===== config.mk =====
export PLATFORM = sky130hd
export DESIGN_NAME = game_control_flat
export DESIGN_NICKNAME = d
export VERILOG_FILES = /design/src/rtl/game_control_if.sv /design/src/rtl/game_control.sv /design/src/flat_wrapper.sv
export SDC_FILE = /design/constraint.sdc
export NUM_CORES = 1
export LEC_CHECK = 0
export ABC_CLOCK_PERIOD_IN_PS = 2320
export CAP_MARGIN = 30
export CORE_UTILIZATION = 41
export CTS_CLUSTER_DIAMETER = 200
export DETAILED_ROUTE_END_ITERATION = 16
export PLACE_DENSITY = 0.69
export SYNTH_ARGS = -nofsm -noshare
export SYNTH_HDL_FRONTEND = slang
export SYNTH_SLANG_ARGS = --single-unit

===== constraint.sdc =====
create_clock -name clk -period 2.32 [get_ports clk]
set_input_delay 0.696 -clock clk [delete_from_list [all_inputs] [get_ports clk]]
set_output_delay 0.696 -clock clk [all_outputs]
set_load 0.02 [all_outputs]

===== src/rtl/game_control_if.sv =====
// Datapath/renderer bundle for game_control: datapath flags in, load strobes and
// ALU select out, plus the draw_req/draw_done handshake.
interface game_control_if;
    logic [1:0] alu_select;
    logic       alu_op;
    logic       ld_alu_out;
    logic       ld_x;
    logic       ld_a;
    logic       ld_b;
    logic       ld_c;
    logic       ld_r;
    logic       ld_jump;
    logic       ld_wall_reset;
    logic       draw_req;
    logic       draw_done;
    logic       wall_wrap;
    logic       collide;
    logic       wall_passed;

    modport master (
        output alu_select, alu_op, ld_alu_out, ld_x, ld_a, ld_b, ld_c, ld_r, ld_jump,
               ld_wall_reset, draw_req,
        input  draw_done, wall_wrap, collide, wall_passed
    );

    modport slave (
        input  alu_select, alu_op, ld_alu_out, ld_x, ld_a, ld_b, ld_c, ld_r, ld_jump,
               ld_wall_reset, draw_req,
        output draw_done, wall_wrap, collide, wall_passed
    );
endinterface


===== src/rtl/game_control.sv =====
// Control FSM for the bird/wall game: one physics step per STEP_DIV frame ticks, then a
// renderer handshake. Define SCORE_EN to build the saturating score counter.
module game_control #(
    parameter int unsigned STEP_DIV = 4
) (
    input  logic           clk,
    input  logic           reset,
    input  logic           start,
    input  logic           jump,
    input  logic           frame_tick,
    output logic [7:0]     score,
    output logic           game_over,
    game_control_if.master bus
);

    typedef enum logic [3:0] {
        StIdle, StInit, StWait, StWall, StVy, StY, StCheck, StDraw, StOver
    } state_e;

    localparam logic [7:0] DivLast = 8'(STEP_DIV - 1);

    state_e     state_q;
    logic [7:0] div_q;
    logic       jump_q;
    logic       jump_pending_q;
    logic [1:0] alu_select_q;
    logic       ld_alu_out_q, ld_x_q, ld_b_q, ld_c_q, ld_r_q, ld_jump_q, ld_wall_reset_q;
    logic       draw_req_q, game_over_q;
    logic       jump_edge;

    assign jump_edge = jump & ~jump_q;

    // Outputs are registered: each transition loads the strobes of the state being entered.
    always_ff @(posedge clk) begin
        if (reset) begin
            state_q         <= StIdle;
            div_q           <= 8'd0;
            jump_q          <= 1'b0;
            jump_pending_q  <= 1'b0;
            alu_select_q    <= 2'd0;
            ld_alu_out_q    <= 1'b0;
            ld_x_q          <= 1'b0;
            ld_b_q          <= 1'b0;
            ld_c_q          <= 1'b0;
            ld_r_q          <= 1'b0;
            ld_jump_q       <= 1'b0;
            ld_wall_reset_q <= 1'b0;
            draw_req_q      <= 1'b0;
            game_over_q     <= 1'b0;
        end else begin
            jump_q          <= jump;
            alu_select_q    <= 2'd0;
            ld_alu_out_q    <= 1'b0;
            ld_x_q          <= 1'b0;
            ld_b_q          <= 1'b0;
            ld_c_q          <= 1'b0;
            ld_r_q          <= 1'b0;
            ld_jump_q       <= 1'b0;
            ld_wall_reset_q <= 1'b0;
            draw_req_q      <= 1'b0;
            game_over_q     <= 1'b0;

            // An edge during the S_VY cycle is absorbed by the jump just consumed.
            if (jump_edge && !(state_q inside {StIdle, StOver, StVy})) begin
                jump_pending_q <= 1'b1;
            end

            unique case (state_q)
                StIdle: begin
                    if (start) begin
                        state_q        <= StInit;
                        ld_r_q         <= 1'b1;
                        div_q          <= 8'd0;
                        jump_pending_q <= 1'b0;
                    end
                end
                StInit: state_q <= StWait;
                StWait: begin
                    if (frame_tick) begin
                        if (div_q == DivLast) begin
                            div_q   <= 8'd0;
                            state_q <= StWall;
                            if (bus.wall_wrap) begin
                                ld_wall_reset_q <= 1'b1;
                            end else begin
                                ld_x_q       <= 1'b1;
                                ld_alu_out_q <= 1'b1;
                            end
                        end else begin
                            div_q <= div_q + 8'd1;
                        end
                    end
                end
                StWall: begin
                    state_q        <= StVy;
                    alu_select_q   <= 2'd1;
                    jump_pending_q <= 1'b0;
                    if (jump_pending_q || jump_edge) begin
                        ld_jump_q <= 1'b1;
                    end else begin
                        ld_b_q       <= 1'b1;
                        ld_alu_out_q <= 1'b1;
                    end
                end
                StVy: begin
                    state_q      <= StY;
                    alu_select_q <= 2'd2;
                    ld_c_q       <= 1'b1;
                    ld_alu_out_q <= 1'b1;
                end
                StY: state_q <= StCheck;
                StCheck: begin
                    if (bus.collide) begin
                        state_q     <= StOver;
                        game_over_q <= 1'b1;
                    end else begin
                        state_q    <= StDraw;
                        draw_req_q <= 1'b1;
                    end
                end
                StDraw: begin
                    if (bus.draw_done) begin
                        state_q <= StWait;
                    end else begin
                        draw_req_q <= 1'b1;
                    end
                end
                StOver: begin
                    if (start) begin
                        state_q        <= StInit;
                        ld_r_q         <= 1'b1;
                        div_q          <= 8'd0;
                        jump_pending_q <= 1'b0;
                    end else begin
                        game_over_q <= 1'b1;
                    end
                end
                default: state_q <= StIdle;
            endcase
        end
    end

`ifdef SCORE_EN
    logic [7:0] score_q;
    logic       score_clr;
    logic       score_inc;

    assign score_clr = (state_q inside {StIdle, StOver}) && start;
    assign score_inc = (state_q == StCheck) && !bus.collide && bus.wall_passed;

    always_ff @(posedge clk) begin
        if (reset || score_clr) begin
            score_q <= 8'd0;
        end else if (score_inc && (score_q != 8'hFF)) begin
            score_q <= score_q + 8'd1;
        end
    end

    assign score = score_q;
`else
    logic unused_wall_passed;
    assign unused_wall_passed = bus.wall_passed;
    assign score = 8'd0;
`endif

    assign bus.alu_select    = alu_select_q;
    assign bus.alu_op        = 1'b0;
    assign bus.ld_alu_out    = ld_alu_out_q;
    assign bus.ld_x          = ld_x_q;
    assign bus.ld_a          = 1'b0;
    assign bus.ld_b          = ld_b_q;
    assign bus.ld_c          = ld_c_q;
    assign bus.ld_r          = ld_r_q;
    assign bus.ld_jump       = ld_jump_q;
    assign bus.ld_wall_reset = ld_wall_reset_q;
    assign bus.draw_req      = draw_req_q;
    assign game_over         = game_over_q;

endmodule


===== src/flat_wrapper.sv =====
// flat-port wrapper written by rule: the top's interface ports become plain ports
module game_control_flat 
#(
    parameter int unsigned STEP_DIV = 4
)
  (clk, reset, start, jump, frame_tick, score, game_over, bus_alu_select, bus_alu_op, bus_ld_alu_out, bus_ld_x, bus_ld_a, bus_ld_b, bus_ld_c, bus_ld_r, bus_ld_jump, bus_ld_wall_reset, bus_draw_req, bus_draw_done, bus_wall_wrap, bus_collide, bus_wall_passed);
  game_control_if bus_i ();
  input  logic clk;
  input  logic reset;
  input  logic start;
  input  logic jump;
  input  logic frame_tick;
  output logic [7:0] score;
  output logic game_over;
  output wire logic [$bits(bus_i.alu_select)-1:0] bus_alu_select;
  output wire logic [$bits(bus_i.alu_op)-1:0] bus_alu_op;
  output wire logic [$bits(bus_i.ld_alu_out)-1:0] bus_ld_alu_out;
  output wire logic [$bits(bus_i.ld_x)-1:0] bus_ld_x;
  output wire logic [$bits(bus_i.ld_a)-1:0] bus_ld_a;
  output wire logic [$bits(bus_i.ld_b)-1:0] bus_ld_b;
  output wire logic [$bits(bus_i.ld_c)-1:0] bus_ld_c;
  output wire logic [$bits(bus_i.ld_r)-1:0] bus_ld_r;
  output wire logic [$bits(bus_i.ld_jump)-1:0] bus_ld_jump;
  output wire logic [$bits(bus_i.ld_wall_reset)-1:0] bus_ld_wall_reset;
  output wire logic [$bits(bus_i.draw_req)-1:0] bus_draw_req;
  input wire logic [$bits(bus_i.draw_done)-1:0] bus_draw_done;
  input wire logic [$bits(bus_i.wall_wrap)-1:0] bus_wall_wrap;
  input wire logic [$bits(bus_i.collide)-1:0] bus_collide;
  input wire logic [$bits(bus_i.wall_passed)-1:0] bus_wall_passed;
  assign bus_alu_select = bus_i.alu_select;
  assign bus_alu_op = bus_i.alu_op;
  assign bus_ld_alu_out = bus_i.ld_alu_out;
  assign bus_ld_x = bus_i.ld_x;
  assign bus_ld_a = bus_i.ld_a;
  assign bus_ld_b = bus_i.ld_b;
  assign bus_ld_c = bus_i.ld_c;
  assign bus_ld_r = bus_i.ld_r;
  assign bus_ld_jump = bus_i.ld_jump;
  assign bus_ld_wall_reset = bus_i.ld_wall_reset;
  assign bus_draw_req = bus_i.draw_req;
  assign bus_i.draw_done = bus_draw_done;
  assign bus_i.wall_wrap = bus_wall_wrap;
  assign bus_i.collide = bus_collide;
  assign bus_i.wall_passed = bus_wall_passed;
  game_control #(.STEP_DIV(STEP_DIV)) u_core (.clk(clk), .reset(reset), .start(start), .jump(jump), .frame_tick(frame_tick), .score(score), .game_over(game_over), .bus(bus_i));
endmodule

# After elaboration in Yosys (flattened, before gate mapping)
# Cells that the tools add are included.
word_totals:
  register_bits: 25
  input_bits: 9
  output_inout_bits: 21
  wordCells: 77
classes:
  addsub: 1
  n_eq_ne: 13
  muxes: 29
  n_bitwise: 7
  reduce_logical: 13
op_table:
  columns: ["op", "count"]
  rows:
  - ["4-bit one-hot mux with 8 select lines", 1]
  - ["8-bit 2-to-1 mux", 3]
  - ["4-bit 2-to-1 mux", 5]
  - ["4-bit by 3-bit == test with 1-bit output, second input constant", 4]
  - ["8-bit one-hot mux with 2 select lines", 1]
  - ["1-bit 2-to-1 mux", 14]
  - ["8-bit by 1-bit adder with 8-bit output, second input constant", 1]
  - ["4-bit by 2-bit == test with 1-bit output, second input constant", 2]
  - ["8-bit by 2-bit == test with 1-bit output, second input constant", 1]
  - ["2-bit OR reduction", 4]
  - ["1-bit inverter", 6]
  - ["1-bit one-hot mux with 2 select lines", 3]
  - ["4-bit by 1-bit == test with 1-bit output, second input constant", 1]
  - ["4-bit == test, second input constant", 1]
  - ["4-bit logical NOT", 1]
  - ["2-bit by 1-bit inequality test with 1-bit output, second input constant", 2]
  - ["2-bit inequality test, second input constant", 2]
  - ["2-bit one-hot mux with 2 select lines", 1]
  - ["4-bit AND reduction", 1]
  - ["4-bit OR reduction", 1]
  - ["1-bit one-hot mux with 3 select lines", 1]
  - ["3-bit AND reduction", 1]
  - ["3-bit nonzero test", 1]
  - ["2-bit nonzero test", 1]
  - ["other kinds (4)", 4]

# Longest topological paths before layout
logic_depth:
  depth_word: 7
  mapped_depth: 6
  ltp_nobuf: 5

# Least setup slack after synthesis
# Ideal clock, no wire load.
synth_path:
  kind: "register to register"
  from: "register u_core.div_q[3]"
  to: "register u_core.div_q[5]"
  setup_ns: 0.122
  arrival_time_ns: 1.717
  required_ns: 2.198
  slack_ns: 0.482
  stages_incl_launch_ff: 5
  path_buffers: 0
  synth_period_minus_slack_ns: 1.838
  path_cell_list: "dfxtp_1 > or4_4 > o311a_4 > and2_4 > a221o_1"
synth_via:
  elab_chain_len: 4
  elab_cells_between_ends: 5
  classes_between: "add/sub: 1; eq/ne: 1; mux: 3"
synth_rtl:
  columns: ["element", "line_no", "text"]
  rows:
  - ["start, declared", "game_control.sv:23", "logic [7:0] div_q;"]
  - ["start signal, assigned", "game_control.sv:90", "div_q <= div_q + 8'd1;"]
  - ["8-bit by 1-bit adder with 8-bit output / 8-bit by 2-bit == test with 1-bit output (equally long branches)", "game_control.sv:90, game_control.sv:80", null]
  - ["8-bit 2-to-1 mux (*)", "game_control.sv:80", "if (div_q == DivLast) begin"]
  - ["8-bit 2-to-1 mux (*)", "game_control.sv:79", "if (frame_tick) begin"]
  - ["8-bit one-hot mux with 2 select lines (*)", "game_control.sv:68", "unique case (state_q)"]
# Every way passes the cells marked *; elsewhere a longest branch is shown, timed or not. The select of a mux whose other input is x is not followed.
# A chain may end at the register's enable or synchronous reset.

==> flow_summary.json <==
{
  "cts_sinks": 24,
  "final_util_pct": 53.9,
  "htreeDepth": 1,
  "postCtsResizedCells": 0,
  "antennaDiodeCount": 0,
  "area_delta_synth_final_pct": 19.6,
  "grt_start_max_net_pins": 18,
  "worstPathArrival_ns": 1.27,
  "vdd_ir_drop_max_mv": 0.451,
  "dr.pass1.iters": 4,
  "r2r_cells": 4,
  "largest_reg_flops": 8,
  "coreArea_um2": 2590,
  "rr_endpoint": "u_core.div_q[7]",
  "slowest_stage": "clkdlybuf4s50_1",
  "outcome": "finished, final reports clean",
  "multi_input_area_um2": 601,
  "hold_viol": 0,
  "num_io_pins": 30,
  "p_leak_nw": 0.569,
  "hold_buffers": 0,
  "yosys_warnings": 0,
  "seqCellArea_um2": 480,
  "netlist_area_um2": 1170,
  "die-area_um2": 3060,
  "worstHoldStart": "u_core.div_q[2]",
  "cp_data_required_time_ns": 1.62,
  "post_cts_buffers": 0,
  "drive_above_1_share_pct": 9.74,
  "grt_overflow": 0,
  "rsz0062_at_grt": "false",
  "clkTransAtPathRegs_ns": 0.13,
  "largest-register": "u_core.div_q",
  "crit_path_end_kind": "output port",
  "numCtsBuffers": 3,
  "ctsLongestPathBuffers": 2,
  "route.detailed.drc": 0,
  "worstSetupStartpointType": "flop",
  "synth.distinct_cells": 35,
  "grt_use_total_pct": 16.0,
  "start_util_pct": 45.1,
  "min_path_type": "flop to flop",
  "synth_edf_count": 0,
  "hold_depth": 2,
  "cpPeakStageDelay_ns": 0.60,
  "path_max_fanout": 2,
  "vias": 1022,
  "ant_nets": 0,
  "syn_inst": 136,
  "drt_iter0_drc": 26,
  "fin_skew_ns": 0.00589,
  "io_buffers": 18,
  "slew_viol_final": 0,
  "drt_wl_total_um": 2310,
  "worst_slew_pin_slew_ns": 0.500,
  "regToRegSetupSlack_ns": 0.36,
  "synthFlopType": "dfxtp_1",
  "setup_viol": 0,
  "max_freq_mhz": 508,
  "routedWlPerCell_um": 12.5,
  "async_flop_share_pct": 0,
  "min_to": "u_core.div_q[2]",
  "drv_cap": 0,
  "period_share_pct": 84.8,
  "clockRootBuffer": "clkbuf_4",
  "synth-seq-cells": 24,
  "setup_tns_ns": 0,
  "path_cells": "clkdlybuf4s50_1",
  "path_buf_inv": 1,
  "dp_hpwl_um": 1690,
  "r2r_start": "u_core.div_q[3]",
  "die_y_um": 55.4,
  "via_per_inst": 5.55,
  "clock_latency_ns": 0.32,
  "grt_pass1_vias": 878,
  "relSlewSlack_pct": 66.6,
  "die_x_um": 55.4,
  "grt_pass1_wl_um": 3890,
  "fin_nets": 165,
  "fill_cells": 258,
  "period_minus_slack_ns": 1.97,
  "yosysSeqAreaShare_pct": 41.2,
  "synth.avg_cell_area_um2": 8.58,
  "p_per_area_nw_per_um2": 632,
  "rows": 18,
  "critPathKind": "flop to output port",
  "crit_family": "buffers and inverters",
  "place_congestion": 0.758,
  "grt_antenna_before_repair": 0,
  "cts_tree": "built"
}
==> metal layers <==
metal | track usage (%) | routed length (um) | vias up
met5 | 0 | 0 | -
met4 | 7.50 | 34 | 0
met3 | 4.92 | 141 | 2
met2 | 25.6 | 1060 | 39
met1 | 19.5 | 1070 | 471
li1 | - | - | 510
==> through the flow <==
stage	std cells	setup WS [ns]	hold slack [ns]	area (um^2)	power, mW
2_1_floorplan	145	0.482	0.438	1200	0.554
3_3_place_gp	180	0.115	0.459	1340	0.586
3_5_place_dp	180	0.0647	0.464	1340	0.588
4_1_cts	184	0.330	0.489	1400	0.894
5_1_grt	184	0.285	0.510	1400	0.926
6_report	184	0.352	0.489	1400	0.882
==> worst register-to-register path: stages, from the launching register on <==
cell	delay, ns
dfxtp_1	0.38
or4_4	0.57
o311a_4	0.42
and2_4	0.18
a221o_1	0.31
==> Yosys cell counts, drive strengths merged (2+ instances only) <==
| master | number | area [um^2] |
|---|---|---|
| nor2b | 3 | 18.8 |
| a221o | 2 | 20.0 |
| and3 | 8 | 53.8 |
| nand2b | 2 | 12.5 |
| nor4b | 4 | 35.0 |
| dfxtp | 24 | 480 |
| nand2 | 9 | 33.8 |
| nor3 | 8 | 40.0 |
| nand3b | 2 | 15.0 |
| o21ai | 4 | 20.0 |
| or2b | 3 | 22.5 |
| inv | 4 | 15.0 |
| a21oi | 7 | 35.0 |
| nor2 | 11 | 41.3 |
| clkbuf | 6 | 22.5 |
| nand3 | 4 | 20.0 |
| a31oi | 8 | 50.1 |
| or4 | 2 | 18.8 |
| buf | 11 | 82.6 |
==> worst max path at each step <==
| stage | cells past startpoint | from | endpoint |
|---|---|---|---|
| finish | 1 | u_core.bus.alu_select[1] | bus_ld_c |
| global route | 1 | u_core.bus.alu_select[1] | bus_alu_select[1] |
| CTS | 1 | u_core.bus.alu_select[1] | bus_ld_c |
| detailed placement | 5 | frame_tick | u_core.div_q[0] |
| global placement | 5 | frame_tick | u_core.div_q[0] |
| floorplan | 4 | u_core.div_q[3] | u_core.div_q[5] |
==> where the power goes <==
part / total, mW / internal (mW) / switching [mW]
logic: 0.137 / 0.0621 / 0.0748
registers: 0.444 / 0.423 / 0.0202
clock network: 0.301 / 0.175 / 0.127
==> cell families after synthesis <==
logic type,share of synthesized area (%)
AND/OR/NAND/NOR,28.7
AO/OA/AOI/OAI,17.6
flip-flops,41.2
buffers and inverters,10.3
multiplexers,0.857
adder cells (fa/ha/maj),1.07
other,0.321
==> final cells by class <==
cell class	count	area share [%]
Tap cell	30	2.69
Sequential cell	24	34.4
Multi-Input combinational cell	100	43.0
Clock buffer	3	1.61
Timing Repair Buffer	22	15.1
Clock inverter	1	2.15
Inverter	4	1.08
==> placed cells by master (no fill, tap or decap), types with 5 or more instances in the layout <==
cell	count
conb_1	10
nor2_1	11
a31oi_1	8
dfxtp_1	24
a21oi_1	7
and3_1	5
nand2_1	9
nor3_1	8
clkdlybuf4s50_1	18
No activity file was read; power rests on OpenSTA's default activity.
